File: config.mk
export PLATFORM = sky130hd
export DESIGN_NAME = inst_loader
export DESIGN_NICKNAME = d
export VERILOG_FILES = /design/src/rtl/inst_loader.sv
export SDC_FILE = /design/constraint.sdc
export NUM_CORES = 1
export LEC_CHECK = 0
export ABC_AREA = 1
export CAP_MARGIN = 10
export CORE_AREA = 2 2 82 84
export DETAILED_ROUTE_END_ITERATION = 16
export DIE_AREA = 0 0 84 86
export PLACE_DENSITY = 0.74
export SLEW_MARGIN = 20
export SYNTH_ARGS = -nofsm -noshare
export SYNTH_HDL_FRONTEND = slang
export SYNTH_SLANG_ARGS = --single-unit
File: constraint.sdc
create_clock -name Clk -period 1.6 [get_ports Clk]
set_clock_uncertainty 0.2 [all_clocks]
set_input_delay 0.4 -clock Clk [delete_from_list [all_inputs] [get_ports Clk]]
set_output_delay 0.4 -clock Clk [all_outputs]
set_load 0.1 [all_outputs]
File: src/rtl/inst_loader.sv
// ---------------------------------------------------------------------------
// inst_loader
//   Writer side of the instruction-fetch path. Each accepted host command
//   (alu code, rs, rt, rd) is encoded into a 32-bit R-type instruction word.
//   The word is written to the next instruction-memory address and then read
//   back and compared. A mismatch sets a sticky error flag, so a bad program
//   image is caught before the CPU leaves reset.
//
// Ports
//   Clk        : system clock, rising edge
//   Rst        : asynchronous active-low reset
//   clear      : sync; pointer -> BASE, count -> 0, leaves FULL/ERR
//                (only sampled in IDLE/FULL/ERR)
//   cmd_valid  : host offers a command
//   cmd_ready  : loader accepts a command this cycle
//   cmd_alu    : 3-bit ALU op code
//   cmd_rs/rt/rd : register fields
//   mem_we     : write strobe, one cycle per word
//   mem_re     : read-back strobe
//   mem_addr   : word address (held at the load pointer while idle)
//   mem_wdata  : encoded instruction (held until the next accept)
//   mem_rdata  : read data, valid the cycle after mem_re
//   count      : words loaded and verified
//   full       : count == DEPTH
//   err        : sticky verify mismatch
// ---------------------------------------------------------------------------
module inst_loader #(
    parameter int AW    = 5,
    parameter int DEPTH = 32,
    parameter int BASE  = 0
) (
    input  logic          Clk,
    input  logic          Rst,
    input  logic          clear,
    input  logic          cmd_valid,
    output logic          cmd_ready,
    input  logic [2:0]    cmd_alu,
    input  logic [4:0]    cmd_rs,
    input  logic [4:0]    cmd_rt,
    input  logic [4:0]    cmd_rd,
    output logic          mem_we,
    output logic          mem_re,
    output logic [AW-1:0] mem_addr,
    output logic [31:0]   mem_wdata,
    input  logic [31:0]   mem_rdata,
    output logic [AW:0]   count,
    output logic          full,
    output logic          err
);

    localparam logic [AW-1:0] BASE_A  = AW'(BASE);
    localparam logic [AW:0]   DEPTH_C = (AW+1)'(DEPTH);

    typedef enum logic [2:0] {
        S_IDLE,
        S_WRITE,
        S_READ,
        S_CHECK,
        S_FULL,
        S_ERR
    } state_t;

    state_t      state;
    logic [AW:0] count_inc;

    // Map the CPU's ALU op code to the R-type func field.
    function automatic logic [5:0] alu_func(input logic [2:0] alu);
        logic [5:0] f;
        case (alu)
            3'b100: f = 6'b100000;
            3'b101: f = 6'b100010;
            3'b000: f = 6'b100100;
            3'b001: f = 6'b100101;
            3'b010: f = 6'b100110;
            3'b011: f = 6'b100111;
            3'b110: f = 6'b101011;
            3'b111: f = 6'b000100;
        endcase
        return f;
    endfunction

    // Ready is gated by the raw reset so it stays low while Rst is held,
    // and by clear so a simultaneous command is never accepted.
    always_comb begin
        cmd_ready = Rst && (state == S_IDLE) && !full && !err && !clear;
        count_inc = count + 1'b1;
    end

    // mem_addr doubles as the load pointer: it always equals BASE + count
    // (mod 2**AW) outside of an active transfer.
    always_ff @(posedge Clk or negedge Rst) begin
        if (!Rst) begin
            state     <= S_IDLE;
            mem_we    <= 1'b0;
            mem_re    <= 1'b0;
            mem_addr  <= BASE_A;
            mem_wdata <= '0;
            count     <= '0;
            full      <= 1'b0;
            err       <= 1'b0;
        end else begin
            mem_we <= 1'b0;
            mem_re <= 1'b0;
            case (state)
                S_IDLE: begin
                    if (clear) begin
                        mem_addr <= BASE_A;
                        count    <= '0;
                    end else if (cmd_valid && cmd_ready) begin
                        mem_wdata <= {6'b000000, cmd_rs, cmd_rt, cmd_rd,
                                      5'b00000, alu_func(cmd_alu)};
                        mem_we    <= 1'b1;
                        state     <= S_WRITE;
                    end
                end
                S_WRITE: begin
                    mem_re <= 1'b1;
                    state  <= S_READ;
                end
                S_READ: begin
                    state <= S_CHECK;
                end
                S_CHECK: begin
                    if (mem_rdata == mem_wdata) begin
                        mem_addr <= mem_addr + 1'b1;
                        count    <= count_inc;
                        if (count_inc == DEPTH_C) begin
                            full  <= 1'b1;
                            state <= S_FULL;
                        end else begin
                            state <= S_IDLE;
                        end
                    end else begin
                        err   <= 1'b1;
                        state <= S_ERR;
                    end
                end
                S_FULL: begin
                    if (clear) begin
                        full     <= 1'b0;
                        mem_addr <= BASE_A;
                        count    <= '0;
                        state    <= S_IDLE;
                    end
                end
                S_ERR: begin
                    if (clear) begin
                        err      <= 1'b0;
                        mem_addr <= BASE_A;
                        count    <= '0;
                        state    <= S_IDLE;
                    end
                end
                default: state <= S_IDLE;
            endcase
        end
    end

endmodule
### Word level (Yosys, flattened, before mapping)

Memory sizes are Yosys's and may differ from the RTL's. A register that Yosys moved wholly into a read port is not among the register bits.
Index checks and enable logic that the tools add are counted.

| cells by class | value |
|---|---|
| bitwise operators | 1 |
| reduce and logical (&&, ||, !) cells | 20 |
| $add $sub $neg | 2 |
| multiplexer cells | 22 |
| equal/unequal tests | 16 |

Operators by type and width:

| operator | count |
|---|---|
| == test 32 x 26 -> 1 bit | 1 |
| two-way mux 3 bit | 5 |
| case mux 3 bit (5 select lines) | 1 |
| two-way mux 6 bit | 2 |
| != test 2 bit, second input constant | 6 |
| case mux 6 bit (2 select lines) | 1 |
| AND reduction 3 bit | 4 |
| two-way mux 5 bit | 2 |
| case mux 5 bit (2 select lines) | 1 |
| two-way mux 1 bit | 8 |
| adder 6 x 1 -> 6 bit, second input constant | 1 |
| == test 3 x 2 -> 1 bit, second input constant | 2 |
| == test 3 bit, second input constant | 2 |
| == test 6 bit, second input constant | 1 |
| != test 2 x 1 -> 1 bit, second input constant | 3 |
| nonzero test 2 bit | 3 |
| adder 5 x 1 -> 5 bit, second input constant | 1 |
| logical AND 1 bit | 5 |
| logical NOT 1 bit | 4 |
| case mux 1 bit (2 select lines) | 2 |
| AND reduction 4 bit | 1 |
| == test 3 x 1 -> 1 bit, second input constant | 1 |
| logical NOT 3 bit | 1 |
| OR reduction 3 bit | 1 |
| 2 further kinds | 2 |

| storage, ports and cells | value |
|---|---|
| output and inout port bits | 48 |
| memories | 1 |
| input bits | 54 |
| register bits | 39 |
| memory bits (read-only) | 40 |

Memory list:

| name | words | width | read ports | clocked after Yosys merged registers in | wr ports | line | source |
|---|---|---|---|---|---|---|---|
| (no name shown) | 8 | 5 | 1 | 1 | 0 | 69 | `case (alu)` |

### Longest topological paths before layout

Gate-level depths: netlist of the first run.

| depth | value |
|---|---|
| depth in word-level cells | 9 |
| depth in mapped cells | 12 |
| depth with buffers taken out | 11 |

### Worst setup path before layout of the first run

No wires, ideal clock.

| timing | value |
|---|---|
| path kind | reg2reg |
| start point | reg full |
| end point | reg mem_wdata[20] |
| data required time | 1.272 ns |
| cell stages (with the launch flop) | 8 |
| arrival time | 2.465 ns |
| buffers on the path | 1 |
| setup slack | -1.193 ns |
| path through | dfrtp_1 -> inv_1 -> nand4_1 -> nor2_2 -> nand2_2 -> inv_2 -> buf_4 -> o21ai_0 |

| between the ends | value |
|---|---|
| cells in the longest elaborated chain, start to end | 6 |

Ends and longest elaborated chain:

| item | line | source |
|---|---|---|
| start, declared | 47 | `output logic full,` |
| start signal, assigned | 99 | `full <= 1'b0;` |
| start signal, assigned | 128 | `full <= 1'b1;` |
| start signal, assigned | 140 | `full <= 1'b0;` |
| logical NOT 1 bit | 85 | `cmd_ready = Rst && (state == S_IDLE) && !full && !err && !clear;` |
| logical AND 1 bit (3 in a row) | 85 |  |
| named net cmd_ready | 36 | `output logic cmd_ready,` |
| logical AND 1 bit | 109 | `end else if (cmd_valid && cmd_ready) begin` |
| AND reduction 3 bit (no source line) | - |  |
| end signal, assigned | 110 | `mem_wdata <= {6'b000000, cmd_rs, cmd_rt, cmd_rd,` |
| end, declared | 44 | `output logic [31:0] mem_wdata,` |

The timed path passes the listed nets, and every way through them passes these cells.
A chain may end at the register's enable or synchronous reset.

### Worst setup path after layout of the first run

| timing | value |
|---|---|
| start point | reg err |
| end point | out cmd_ready |

| between the ends | value |
|---|---|
| cells in the longest elaborated chain, start to end | 3 |

Ends and longest elaborated chain:

| item | line | source |
|---|---|---|
| start, declared | 48 | `output logic err` |
| start signal, assigned | 100 | `err <= 1'b0;` |
| start signal, assigned | 134 | `err <= 1'b1;` |
| start signal, assigned | 148 | `err <= 1'b0;` |
| logical NOT 1 bit | 85 |  |
| logical AND 1 bit (2 in a row) | 85 |  |
| end, declared | 36 |  |

Every way passes these cells.

==> reports/qor.csv, run 1 <==
stage;metric;value;unit
cts;CTS tree;yes;
worst_setup_path;crit path DAT;1.38;ns
layout;# fillers;396;
layout;most common cell after layout, fill and taps aside;nand2_1;
synthesis;Syn Inst Count;332;
worst_setup_path;CP max FO;2;
synthesis;Synth Area in Simple Gates;34.42;%
layout;commonest cells after routing, fill and taps aside;nand2_1 (99), buf_12 (42), buf_4 (39), inv_1 (30), buf_6 (30);
cts;clock slew at reported path FFs;0.09;ns
route;met1 wire length;3.073;mm
worst_setup_path;Worst setup SP type;flip-flop;
power_and_ir_drop;P_leak;2.525;nW
floorplan;core area;0.006277;sq mm
route;Detailed Route WL;8.536;mm
synthesis;asr flop ratio synth;100.0;%
worst_setup_path;R2R depth;11;
floorplan;full die area;0.007224;sq mm
worst_setup_path;Critical Path RT;1.00;ns
synthesis;xor and xnor fraction of the mapped netlist area;2.540;%
timing;Final Hold Fails;0;
floorplan;Initial Util;38.45;%
grt;gr usage total;22.17;%
worst_setup_path;FF-to-FF setup slack;-0.32;ns
route;Post-route DRC;0;
synthesis;register bit total from synthesis;38;
outcome;status;finished with violations;
route;DR WL met3;637;um
cts;clock tree sinks;38;
place;dpl ws;-0.6329;ns
route;Vias/cell;4.800;
worst_setup_path;Critical Path End Type;output pin;
floorplan;# IOs;102;
layout;Post-Route Utilization;78.05;%
layout;ant diodes;0;
timing;fmax;505.0;MHz
layout;Area Overhead vs Synth;103.0;%
timing;final period utilization;123.8;%
synthesis;mux cell area share after synthesis;0;%
cts;hold_buf cts;0;
floorplan;die width;84;um
outcome;failing checks;negative setup slack;
route;Top Layer Used;met4;
synthesis;Synth Flop Type;dfrtp_1;
cts;CTS Buf Count;5;
synthesis;sequential cell area fraction in the yosys report;39.40;%
synthesis;main combinational cell family by area after synthesis;simple AND/OR/NAND/NOR gates;
worst_setup_path;critical path class;flip-flop to output pin;
power_and_ir_drop;worst vdd ir;0.0005105;V
timing;Final min period;1.980;ns
synthesis;Syn Area/Cell;7.270;sq um
layout;Layout Nets;557;
floorplan;Die H;86;um
cts;clock buffer depth;2;
route;drt first pass iters;7;
timing;Relative slew margins;65.63;%
synthesis;Post-Synth Adder-Cell Area;2.592;%
synthesis;Synth Area in Compound Gates;6.739;%
grt;GRT Residual Overflow;0;
worst_setup_path;R2R Path End;mem_wdata[24];
grt;largest net degree at the start of global routing;39;
layout;layout cells sized above 1;45.49;%
route;Met2 Wirelength;4.666;mm
route;mean routed wirelength per cell;14.82;um
power_and_ir_drop;PwrDens;445.0;mW/mm^2
cts;worst skew pair latency;0.30;ns
timing;Final setup viols;63;
synthesis;Mapped Area;0.002414;sq mm
place;port bufs;89;
route;post-route antenna net violation count;0;
worst_setup_path;Reg2Reg Launch Point;err;
synthesis;Syn. warnings;0;
timing;RSZ-0062 raised after global routing;yes;
cts;H-tree lvl count;2;
grt;vias in the first global route;2874;
timing;Max Slew Vio Count;0;
timing;Least-Margin Pin Slew;0.5156;ns
place;Detailed Place HPWL;5.331;mm
route;1st-iter DRT viols;94;
grt;global-route wire length before repair;12.95;mm
run;max-cap viol count;0;
cts;Root Buffer;clkbuf_8;
synthesis;Post-synth EDFFs;0;
min_path;Hold Path Class;input port to asynchronous set/reset pin;
floorplan;row cnt;29;
synthesis;synth unique cells;30;
grt;antenna violations before repair;0;
route;via count;2765;
timing;final setup margin;-0.3802;ns
place;GP Congestion;0.8038;
-- state kept, by name, summed over array words and instances (netlist names) --
name,cells
count,6
mem_addr,5
err,1
mem_we,1
state,3
mem_wdata,20
full,1
mem_re,1
-- worst max path at each step --
stage	from	slack, ns	endpoint
finish	err	-0.38	cmd_ready
global route	err	-0.42	cmd_ready
CTS	err	-0.35	cmd_ready
detailed placement	mem_rdata[25]	-0.63	count[3]
global placement	mem_rdata[23]	-0.56	mem_addr[0]
floorplan	full	-0.58	state[0]
-- worst max-delay path, stage by stage, from the launching register on --
cell	delay, ns
dfrtp_4	0.48
inv_2	0.06
nand4_1	0.18
nor2_4	0.18
buf_12	0.19
-- metal layers --
metal	global-route usage (%)	up-vias
met2	43.71	111
met4	4.692	0
li1	-	1338
met1	22.83	1300
met3	7.122	16
met5	0	-
-- final cells by class --
| type | count | area, sq um | area share [%] |
|---|---|---|---|
| Inverter | 49 | 196.4 | 4.009 |
| Timing Repair Buffer | 166 | 2076 | 42.36 |
| Multi-Input combinational cell | 238 | 1370 | 27.96 |
| Clock inverter | 3 | 40.04 | 0.8172 |
| Sequential cell | 38 | 1052 | 21.48 |
| Clock buffer | 5 | 68.82 | 1.404 |
| Tap cell | 77 | 96.34 | 1.966 |
-- cell families after synthesis --
| logic type | Yosys count |
|---|---|
| adders and majority gates | 5 |
| other | 1 |
| buffers and inverters | 68 |
| AOI/OAI and AO/OA | 28 |
| and+or+nand+nor | 185 |
| DFF | 38 |
| xor gates and xnor gates | 7 |
-- power breakdown --
part,internal [mW],switching [mW]
Clock,0.459,0.369
Sequential,0.961,0.00131
Combinational,0.143,0.247
-- cell usage after synthesis, types with 2 or more instances --
cell	n	area, sq um
buf_6	4	45.04
nand2_1	110	412.9
or2_2	2	12.51
nand3_2	6	60.06
nand4_1	7	43.79
xor2_1	5	43.79
buf_4	15	112.6
nor2_2	2	12.51
ha_1	5	62.56
nand2_2	2	12.51
a21oi_1	4	20.02
inv_2	3	11.26
a22oi_1	2	15.01
dfrtp_1	38	950.9
nand3_1	18	90.09
nor2_1	32	120.1
xnor2_1	2	17.52
o21ai_0	18	90.09
inv_1	46	172.7
-- repair_timing --
action / in CTS / in global routing
buffers inserted: 7 / 19
pin swaps: 26 / 36
hold endpoints to repair: 0 / 0
cloned: 3 / 0
gates resized for setup: 62 / 55
setup endpoints to repair: 65 / 64
-- stage by stage --
stage	instance area [sq um]	std cells	hold slack [ns]	total power [mW]	TNS, ns
final	4900	576	0.01154	2.180	-10.98
after global routing	4900	576	0.05481	2.257	-14.62
after CTS	4717	569	0.03425	2.169	-9.787
after detailed placement	4313	551	0.3481	1.370	-18.30
after global placement	4313	551	0.3389	1.364	-17.31
after floorplan	2631	343	-0.09559	1.199	-16.81
(Power assumes the default switching activity.)
==> inputs of run 2 (changes only) <==
--- a/config.mk
+++ b/config.mk
@@ -6,12 +6,15 @@
 export NUM_CORES = 1
 export LEC_CHECK = 0
 export ABC_AREA = 1
+export ABC_CLOCK_PERIOD_IN_PS = 1600
 export CAP_MARGIN = 10
-export CORE_AREA = 2 2 82 84
+export CORE_AREA = 2 2 69 71
 export DETAILED_ROUTE_END_ITERATION = 16
-export DIE_AREA = 0 0 84 86
-export PLACE_DENSITY = 0.74
+export DIE_AREA = 0 0 71 73
+export DONT_BUFFER_PORTS = 1
+export PLACE_DENSITY = 0.71
 export SLEW_MARGIN = 20
 export SYNTH_ARGS = -nofsm -noshare
 export SYNTH_HDL_FRONTEND = slang
 export SYNTH_SLANG_ARGS = --single-unit
+export TNS_END_PERCENT = 50
==> run 2 against run 1 <==
  * The flow finishes with violations (negative hold slack, negative setup slack)
  * Cell count is 17% lower
  * First-iteration DRC count is 26% higher
  * Sequential power hardly changed
==> reports/qor.csv, run 2 (synthesis gave the netlist of run 1 again) <==
stage;metric;value;unit
cts;clock slew at reported path FFs;0.08;ns
layout;Largest regs;mem_wdata (20), count (6), mem_addr (5);
grt;gr usage total;25.24;%
min_path;Hold Path Class;input port to asynchronous set/reset pin;
worst_setup_path;Worst Setup EP;cmd_ready;
timing;Final setup viols;43;
cts;CTS Buf Count;5;
layout;# fillers;286;
route;drt first pass iters;4;
layout;commonest cells after routing, fill and taps aside;nand2_1 (105), buf_4 (62), inv_1 (42), dfrtp_2 (27), nor2_1 (25);
timing;Final Hold Fails;38;
cts;clock tree sinks;38;
outcome;status;finished with violations;
worst_setup_path;Reg2Reg Launch Point;err;
grt;GRT Residual Overflow;0;
worst_setup_path;critical path class;flip-flop to output pin;
layout;largest register by flop count;mem_wdata;
power_and_ir_drop;PwrDens;510.3;mW/mm^2
route;Detailed Route WL;6.340;mm
layout;ant diodes;0;
grt;antenna violations before repair;0;
worst_setup_path;Critical Path RT;1.00;ns
power_and_ir_drop;P_leak;1.908;nW
floorplan;core area;0.004536;sq mm
floorplan;Die H;73;um
cts;Root Buffer;clkbuf_8;
outcome;failing checks;negative hold slack, negative setup slack;
grt;largest net degree at the start of global routing;40;
worst_setup_path;Critical Path End Type;output pin;
route;1st-iter DRT viols;118;
floorplan;die width;71;um
timing;final period utilization;119.6;%
layout;layout cells sized above 1;43.90;%
floorplan;Initial Util;53.21;%
place;GP Congestion;0.9072;
floorplan;row cnt;25;
timing;Max Slew Vio Count;0;
floorplan;# IOs;102;
floorplan;full die area;0.005183;sq mm
run;max-cap viol count;0;
place;dpl cell area;0.003022;sq mm
route;via count;2397;
worst_setup_path;FF-to-FF setup slack;-0.27;ns
worst_setup_path;R2R Path End;mem_wdata[0];
place;DP Cell Count;452;
power_and_ir_drop;total power after layout;1.885;mW
place;port bufs;0;
timing;Fin Setup TNS;-6.566;ns
cts;CTS tree;yes;
place;dpl ws;-0.1692;ns
route;post-route antenna net violation count;0;
timing;Final min period;1.914;ns
place;Detailed Place HPWL;4.286;mm
cts;H-tree lvl count;2;
layout;Post-Route Utilization;81.46;%
layout;max reg flops;20;
grt;global-route wire length before repair;10.29;mm
worst_setup_path;crit path from;err;
timing;fmax;522.6;MHz
route;Post-route DRC;0;
layout;Layout Nets;484;
layout;post-route insts no fill;480;
worst_setup_path;CP max FO;2;
worst_setup_path;Worst setup SP type;flip-flop;
layout;Finished Cell Area;0.003695;sq mm
cts;clock buffer depth;2;
cts;worst skew pair latency;0.30;ns
timing;Min Hold Slack;-0.4124;ns
worst_setup_path;crit path DAT;1.31;ns
power_and_ir_drop;worst vdd ir;0.0005890;V
timing;RSZ-0062 raised after global routing;yes;
route;mean routed wirelength per cell;13.21;um
layout;Area Overhead vs Synth;53.08;%
route;Vias/cell;4.994;
timing;final setup margin;-0.3135;ns
worst_setup_path;R2R depth;9;
grt;vias in the first global route;2418;
layout;most common cell after layout, fill and taps aside;nand2_1;
[run 2: cell types whose count changed in the layout (fill, tap and decap cells not counted), moves of 5 or more]
| cell | previous run | this run |
|---|---|---|
| buf_4 | 39 | 62 |
| inv_2 | 18 | 6 |
| dfrtp_2 | 6 | 27 |
| nand2_2 | 11 | 5 |
| nand2_1 | 99 | 105 |
| dlygate4sd2_1 | 17 | 0 |
| clkdlybuf4s50_1 | 19 | 0 |
| buf_12 | 42 | 13 |
| inv_1 | 30 | 42 |
| buf_6 | 30 | 11 |
| dlymetal6s2s_1 | 16 | 0 |
| dfrtp_4 | 25 | 2 |
| buf_8 | 0 | 5 |
[run 2: how the worst min path moves through the flow]
stage | cells after the start | to | slack [ns]
6_report | 0 | err | -0.41
5_1_grt | 0 | err | -0.43
4_1_cts | 0 | err | -0.42
3_5_place_dp | 0 | err | -0.09
3_3_place_gp | 0 | mem_re | -0.09
2_1_floorplan | 0 | count[0] | -0.1
[run 2: worst max-delay path, stage by stage (launching register included)]
cell     delay [ns]
dfrtp_4        0.49
inv_2          0.07
nand4_1        0.13
nor2_4         0.14
buf_12         0.18
[run 2: cell type report]
cell class                      instances  area (sq um)  share of cell area (%)
Multi-Input combinational cell        238          1386                   37.52
Timing Repair Buffer                   92         957.2                   25.91
Timing Repair inverter                  1         8.758                  0.2370
Inverter                               49         191.4                   5.181
Sequential cell                        38         992.2                   26.85
Tap cell                               54         67.56                   1.829
Clock buffer                            7         86.33                   2.337
Clock inverter                          1         5.005                  0.1355
[run 2: power by group]
group / internal, mW / switching [mW] / total (mW)
registers: 0.961 / 0.00122 / 0.962
logic: 0.0379 / 0.185 / 0.223
clock network: 0.348 / 0.352 / 0.700
[run 2: routing by layer]
layer | track usage, % | up-vias | routed length, um
met5 | 0 | - | 0
met4 | 12.79 | 0 | 110
met3 | 8.011 | 12 | 365
met2 | 44.86 | 76 | 3479
met1 | 27.01 | 1122 | 2385
li1 | - | 1187 | -
[run 2: what timing repair did]
item | 4_1_cts | 5_1_grt
endpoints found under the hold margin | 38 | 38
pin swaps | 20 | 8
gates resized for setup | 71 | 32
setup buffers | 11 | 6
endpoints found under the setup margin | 43 | 49
cloned | 3 | 0
==> inputs of run 3 (changes only) <==
--- a/config.mk
+++ b/config.mk
@@ -17,4 +17,3 @@
 export SYNTH_ARGS = -nofsm -noshare
 export SYNTH_HDL_FRONTEND = slang
 export SYNTH_SLANG_ARGS = --single-unit
-export TNS_END_PERCENT = 50
==> run 3 against run 2 <==
  * Highest routed layer unchanged
  * Die area unchanged
  * Worst setup slack worse by 0.00080 ns
  * The flow still finishes with violations (negative hold slack, negative setup slack)
  * Non-clock buffer count down 13
  * Critical path depth did not move
==> reports/qor.csv, run 3 (synthesis gave the netlist of run 1 again) <==
stage;metric;value;unit
outcome;status;finished with violations;
outcome;failing checks;negative hold slack, negative setup slack;
worst_setup_path;crit path from;full;
place;dpl ws;-0.1749;ns
worst_setup_path;Critical Path End Type;output pin;
cts;CTS tree;yes;
route;post-route antenna net violation count;0;
grt;Top Usage Layer GRT;met2;
worst_setup_path;CP top delay family;flip-flops;
worst_setup_path;slowest CP cell;dfrtp_4;
layout;# fillers;286;
timing;Min Hold Slack;-0.4019;ns
cts;Root Buffer;clkbuf_8;
grt;met3 Use GR;5.939;%
worst_setup_path;critical path cell sequence;inv_2 -> nand4_1 -> nor2_4 -> buf_12;
worst_setup_path;crit path DAT;1.31;ns
route;Vias/cell;4.959;
min_path;Hold Path Class;input port to asynchronous set/reset pin;
power_and_ir_drop;worst vdd ir;0.0003411;V
route;Detailed Route WL;6.310;mm
worst_setup_path;FF-to-FF setup slack;-0.16;ns
run;max-cap viol count;0;
worst_setup_path;critical path class;flip-flop to output pin;
layout;commonest cells after routing, fill and taps aside;nand2_1 (91), buf_4 (36), inv_1 (29), dfrtp_4 (25), nor2_1 (24);
layout;Area Overhead vs Synth;54.02;%
power_and_ir_drop;total power after layout;1.837;mW
worst_setup_path;max incr delay on CP;0.48;ns
floorplan;Initial Util;53.21;%
grt;global-route wire length before repair;10.02;mm
worst_setup_path;Crit path buffers/inverters;2;
layout;Layout Nets;471;
floorplan;full die area;0.005183;sq mm
grt;antenna violations before repair;0;
timing;Final min period;1.914;ns
place;Detailed Place HPWL;4.278;mm
layout;Post-Route Utilization;81.96;%
timing;Final Hold Fails;38;
power_and_ir_drop;P_leak;1.864;nW
timing;fmax;522.4;MHz
grt;met1 usage;27.66;%
place;port bufs;0;
timing;Max Slew Vio Count;0;
cts;clock slew at reported path FFs;0.08;ns
timing;RSZ-0062 raised after global routing;yes;
grt;GRT Residual Overflow;0;
cts;worst skew pair latency;0.29;ns
route;Post-route DRC;0;
floorplan;Die H;73;um
floorplan;# IOs;102;
route;via count;2316;
timing;final setup margin;-0.3143;ns
power_and_ir_drop;PwrDens;494.3;mW/mm^2
floorplan;core area;0.004536;sq mm
layout;layout cells sized above 1;47.70;%
grt;largest net degree at the start of global routing;40;
cts;clock buffer depth;2;
cts;H-tree lvl count;2;
layout;most common cell after layout, fill and taps aside;nand2_1;
cts;CTS Buf Count;5;
cts;clock tree sinks;38;
place;GP Congestion;0.8818;
layout;largest register by flop count;mem_wdata;
timing;Final setup viols;42;
floorplan;die width;71;um
route;1st-iter DRT viols;64;
layout;Finished Cell Area;0.003717;sq mm
route;drt first pass iters;4;
worst_setup_path;Worst setup SP type;flip-flop;
worst_setup_path;CP max FO;2;
place;dpl cell area;0.003085;sq mm
layout;max reg flops;20;
worst_setup_path;Critical Path RT;1.00;ns
layout;ant diodes;0;
route;mean routed wirelength per cell;13.51;um
layout;Largest regs;mem_wdata (20), count (6), mem_addr (5);
grt;gr usage total;24.26;%
floorplan;row cnt;25;
timing;final period utilization;119.6;%
grt;met2 Resource Use GR;43.61;%
worst_setup_path;Reg2Reg Launch Point;full;
grt;vias in the first global route;2360;
[run 3: cell types whose count changed in the layout (fill, tap and decap cells not counted), moves of 6 or more]
cell     before  now
nand2_2       5   18
dfrtp_2      27    7
buf_4        62   36
buf_6        11   21
nand2_1     105   91
inv_1        42   29
inv_2         6   19
dfrtp_4       2   25
buf_12       13   19
[run 3: timing repair]
item                                    in CTS  in global routing
pin swaps                                    7                 19
gates cloned                                 2                  0
setup buffers                                5                  5
resized for setup                           51                 73
hold endpoints to repair                    38                 38
endpoints found under the setup margin      52                 56
[run 3: layout make-up]
cell class | instances | area (sq um) | share of cell area, %
Sequential cell | 38 | 1054 | 28.34
Timing Repair Buffer | 79 | 932.1 | 25.08
Inverter | 49 | 196.4 | 5.284
Tap cell | 54 | 67.56 | 1.818
Multi-Input combinational cell | 238 | 1379 | 37.09
Timing Repair inverter | 1 | 8.758 | 0.2356
Clock buffer | 8 | 80.08 | 2.154
[run 3: worst paths after layout]
check / endpoint / cells after the start
worst min register to register: state[1] / 2
worst max-delay path: cmd_ready / 4
min in group Clk: mem_wdata[22] / 2
max in group asynchronous: mem_wdata[12] / 0
worst max register to register: state[0] / 11
worst min-delay path: err / 0
[run 3: layer usage]
layer	vias to the layer above	routed length [um]	part of all wire, %
met5	-	0	0
met4	0	150	2.4
met3	15	367	5.8
met2	74	3345	53
met1	1066	2445	39
li1	1161	-	-
[run 3: through the flow]
stage | cells | setup TNS (ns)
3_5_place_dp | 447 | -2.007
2_1_floorplan | 343 | -16.81
6_report | 467 | -5.043
4_1_cts | 462 | -2.551
5_1_grt | 467 | -7.828
3_3_place_gp | 447 | -1.673
[run 3: power breakdown]
part	internal, mW	total [mW]	switching, mW
clock network	0.310	0.648	0.337
logic	0.0420	0.228	0.186
registers	0.961	0.962	0.00101
